### config.mk
export PLATFORM = sky130hd
export DESIGN_NAME = dram_rd_pipe
export DESIGN_NICKNAME = d
export VERILOG_FILES = /design/src/rtl/dram_model_rd_pipe.sv
export SDC_FILE = /design/constraint.sdc
export NUM_CORES = 1
export LEC_CHECK = 0
export ABC_AREA = 1
export CAP_MARGIN = 15
export CORE_UTILIZATION = 44
export DETAILED_ROUTE_END_ITERATION = 16
export GPL_ROUTABILITY_DRIVEN = 1
export HOLD_SLACK_MARGIN = 0.03
export PLACE_DENSITY = 0.8
export SYNTH_ARGS = -nofsm -noshare
export SYNTH_HDL_FRONTEND = slang
export SYNTH_SLANG_ARGS = --single-unit
### constraint.sdc
create_clock -name ACLK -period 0.8 [get_ports ACLK]
set_input_delay 0.08 -clock ACLK [delete_from_list [all_inputs] [get_ports ACLK]]
set_output_delay 0.08 -clock ACLK [all_outputs]
set_load 0.05 [all_outputs]
### src/rtl/dram_model_rd_pipe.sv
// Read-latency delay line: valid bits are reset, data bits are not.
module dram_rd_pipe #(
    parameter int unsigned DEPTH = 5,
    parameter int unsigned WIDTH = 32
) (
    input  logic             ACLK,
    input  logic             ARESETn,
    input  logic             in_valid,
    input  logic [WIDTH-1:0] in_data,
    output logic             out_valid,
    output logic [WIDTH-1:0] out_data
);

    logic [DEPTH-1:0] vld;
    logic [DEPTH:0]   vld_shift;
    logic [WIDTH-1:0] dat [DEPTH];

    // Shifted view of the valid chain with the new entry appended at bit 0.
    always_comb begin
        vld_shift = {vld, in_valid};
    end

    // Valid chain, flushed by reset so in-flight reads vanish.
    always_ff @(posedge ACLK or negedge ARESETn) begin
        if (!ARESETn) begin
            vld <= '0;
        end else begin
            vld <= vld_shift[DEPTH-1:0];
        end
    end

    // Data chain follows the valid chain without reset.
    always_ff @(posedge ACLK) begin
        dat[0] <= in_data;
        for (int i = 1; i < int'(DEPTH); i++) begin
            dat[i] <= dat[i-1];
        end
    end

    assign out_valid = vld[DEPTH-1];
    assign out_data  = dat[DEPTH-1];

endmodule

# --- Word level (Yosys, flattened, before mapping) ---
# Memory sizes are Yosys's and may differ from the RTL's.
# Cells that the tools add are included.
word_totals:
  register_bits: 5
  mem_bits_rw: 160
  in_bits: 35
  out_inout_bits: 33
  elab_cells: 2
  mem_count: 1
mem_list:
  columns: ["memory", "words", "width", "read_ports", "rd_clocked_by_memory_dff", "wr", "line_no", "source"]
  rows:
  - ["dat", 5, 32, 5, 0, 5, "16", "logic [WIDTH-1:0] dat [DEPTH];"]

# --- Depth between registers and ports, before layout ---
logic_depth:
  ltp_word: 0
  ltp_mapped: 1
  depth_no_buf: 0

# --- Least setup slack after synthesis ---
# OpenSTA, ideal clock, no wires.
synth_path:
  kind: "register to output"
  start: "reg vld[4]"
  end: "out out_valid"
  t_arrival_ns: 0.586
  required_time_ns: 0.720
  slack_ns: 0.134
  stages_incl_launch_ff: 1
  path_cell_list: "dfrtp_1"
synth_lines:
  columns: ["element", "line_no", "source"]
  rows:
  - ["start, declared", "14", "logic [DEPTH-1:0] vld;"]
  - ["start signal, assigned", "28", "vld <= vld_shift[DEPTH-1:0];"]
  - ["end, declared", "10", "output logic out_valid,"]
# No word-level cell between the ends.

# --- Worst setup path in the final report ---
layout_path:
  start: "reg vld[4]"
  end: "out out_valid"
# No word-level cell between the ends.

==> flow_metrics.py <==
metrics = {
    "synth": {
        "synth_top_area_share_pct": 89.8,
        "ys_ff_latch": 165,
        "synth_area_um2": 3570,
        "avgSynthCellArea_um2": 18.1,
        "seq_area_frac_synth_pct": 93.3,
        "synth_ff_type": "dfxtp_1",
        "synth_edf_count": 0,
        "yosys.cell_types.count": 3,
        "post-synth-top-count-cell": "dfxtp_1",
        "syn_nets": 232,
        "synth.largest_area_cell": "dfxtp_1",
        "synth_cells": 197,
        "async_reset_ff_share_pct": 3.03,
        "ys_warn_count": 0,
        "synthTopCellsByCount": "dfxtp_1, buf_4, dfrtp_1",
        "yosys-top-cells-area": "dfxtp_1, buf_4, dfrtp_1",
    },
    "global_route": {
        "grt_pass1_vias": 1575,
        "grt_pass1_wl_um": 7090,
        "grt_max_degree": 17,
        "grt-ovfl-total": 0,
        "grt.total_usage_pct": 11.9,
        "antenna_found_initial": 0,
    },
    "die": {
        "die_h_um": 92.1,
        "initial_utilization_pct": 45.9,
        "boundaryPins": 68,
        "placementRows": 32,
        "core-area_um2": 7770,
        "die_area_um2": 8470,
        "die_x_um": 92.1,
    },
    "timing": {
        "relSlewSlack_pct": 82.0,
        "fin_worst_skew_ps": 8.57,
        "grt_setup_unrepaired": "true",
        "fmax_mhz": 889,
        "fin_crit_ps": 1120,
        "setup_viol": 33,
        "setup_ws_ps": -325,
        "hold_violations": 0,
        "slew_violations": 0,
        "worst_pin_slew_ps": 270,
        "min_period_over_period_pct": 141,
    },
    "job": {
        "cap_violations": 0,
    },
    "critical_path": {
        "path_delay_family": "flip-flops",
        "reg2reg_slack_ps": 320,
        "end_kind": "output port",
        "crit_arrival_ps": 1040,
        "worstRegToRegCells": 0,
        "criticalPathCategory": "reg -> out",
        "cpPeakStageDelay_ps": 390,
        "regToRegStartpoint": "vld[2]",
        "r2r-end": "vld[3]",
        "cp_cell_sequence": "buf_12",
        "crit_fanout": 1,
        "crit_path_top_delay_cell": "dfrtp_1",
        "crit_path_start_kind": "flop",
        "cp_num_buf_inv": 1,
        "required_ps": 720,
    },
    "route": {
        "wl_per_cell_um": 10.9,
        "drt_pass1_iterations": 3,
        "totalWireLength_um": 4370,
        "drt_iter0_markers": 37,
        "drc": 0,
        "via_per_inst": 3.68,
        "vias": 1471,
        "ant_nets": 0,
    },
    "finish": {
        "multi_input_area_um2": 0,
        "num-nets-final": 320,
        "nMultiInputCombCells": 0,
        "post-route-util_pct": 70.3,
        "area_growth_pct": 53.1,
        "drive_above_1_share_pct": 32.2,
        "diodes": 0,
        "nFillCells": 503,
    },
    "place": {
        "dp.final_hpwl_um": 2580,
        "numPortBuffers": 67,
        "globalplace.congestion": 0.567,
        "pre_cts_ws_ps": 171,
    },
    "clock_tree": {
        "htreeDepth": 4,
        "cts_setup_buffers": 0,
        "cts_buffers": 17,
        "cts_root_buffer": "clkbuf_8",
        "clkTransAtPathRegs_ps": 60,
        "clkSinkCount": 165,
        "ctsLongestPathBuffers": 2,
        "cts_tree": "built",
        "clk_latency_ps": 500,
    },
    "min_path": {
        "hold_end": "dat[0][38]",
        "hold_path.class": "reg -> reg",
        "hold_path_startpoint": "dat[0][6]",
        "hold_depth": 0,
    },
    "power_and_ir_drop": {
        "leakage_nw": 2.30,
        "ir_drop_mv": 1.67,
        "powerDensity_nw_per_um2": 3310,
    },
    "status": {
        "violations": "setup timing",
        "status": "finished, violations left",
    },
}
[flip-flops by register name (all words and copies together) (netlist names)]
register	count
dat	160
vld	5
[cell usage in the layout (no fill, tap or decap)]
master	netlist	routed
inv_8	0	2
clkinv_4	0	1
clkinv_2	0	1
inv_4	0	1
dfxtp_2	0	32
bufinv_16	0	4
clkinvlp_4	0	2
buf_12	0	33
dfxtp_1	160	128
clkdlybuf4s50_1	0	34
clkbuf_16	0	16
dlygate4sd3_1	0	34
dfrtp_1	5	5
clkbuf_1	0	1
inv_6	0	2
clkbuf_8	0	2
[routing by layer]
metal / GRT usage, % / vias up / part of all wire, %
met3: 6.22 / 6 / 5.4
li1: - / 751 / -
met5: 0 / - / 0
met4: 7.42 / 0 / 1.4
met1: 10.6 / 670 / 37
met2: 21.0 / 44 / 57
[kinds of logic after synthesis]
group / Yosys count / synth area share (%)
DFF: 165 / 93.3
buffers and inverters: 32 / 6.73
[repair_timing]
item | in CTS | in global routing
gates cloned | 0 | 0
pin swaps | 0 | 0
gates resized for setup | 32 | 0
hold buffers | 33 | 1
setup endpoints to repair | 33 | 33
endpoints found under the hold margin | 37 | 1
[layout make-up]
type	instances	area [µm²]	share of cell area [%]
flip-flops and latches	165	3370	61.6
well taps	102	128	2.34
clock buffers	19	432	7.90
clock inverters	13	195	3.57
repair buffers	101	1340	24.5
[worst max-delay path by stage]
| stage | slack [ps] | end | from | cells after the start |
|---|---|---|---|---|
| 2_1_floorplan | 130 | out_valid | vld[4] | 0 |
| 3_3_place_gp | 190 | dat[0][11] | in_data[11] | 1 |
| 3_5_place_dp | 170 | dat[0][16] | in_data[16] | 1 |
| 4_1_cts | -360 | out_valid | vld[4] | 1 |
| 5_1_grt | -370 | out_valid | vld[4] | 1 |
| 6_report | -320 | out_valid | vld[4] | 1 |
[report_power, final]
group | switching [mW] | leakage (nW) | internal (mW)
Clock | 3.08 | 0.303 | 5.22
Sequential | 0.150 | 1.41 | 8.68
Combinational | 0.397 | 0.585 | 0.577
Total | 3.63 | 2.30 | 14.5
[stage by stage]
step                instance area, µm²  setup TNS [ps]  hold WS [ps]  power [mW]  instances
floorplan                         3570               0          -216        9.34        197
global placement                  4460               0           304        9.80        334
detailed placement                4460               0           312        9.84        334
CTS                               5450           -9380          38.8        18.3        399
global route                      5460           -9940           321        18.8        400
finish                            5460           -8270           319        18.1        400
No activity file was read; power rests on OpenSTA's default activity.
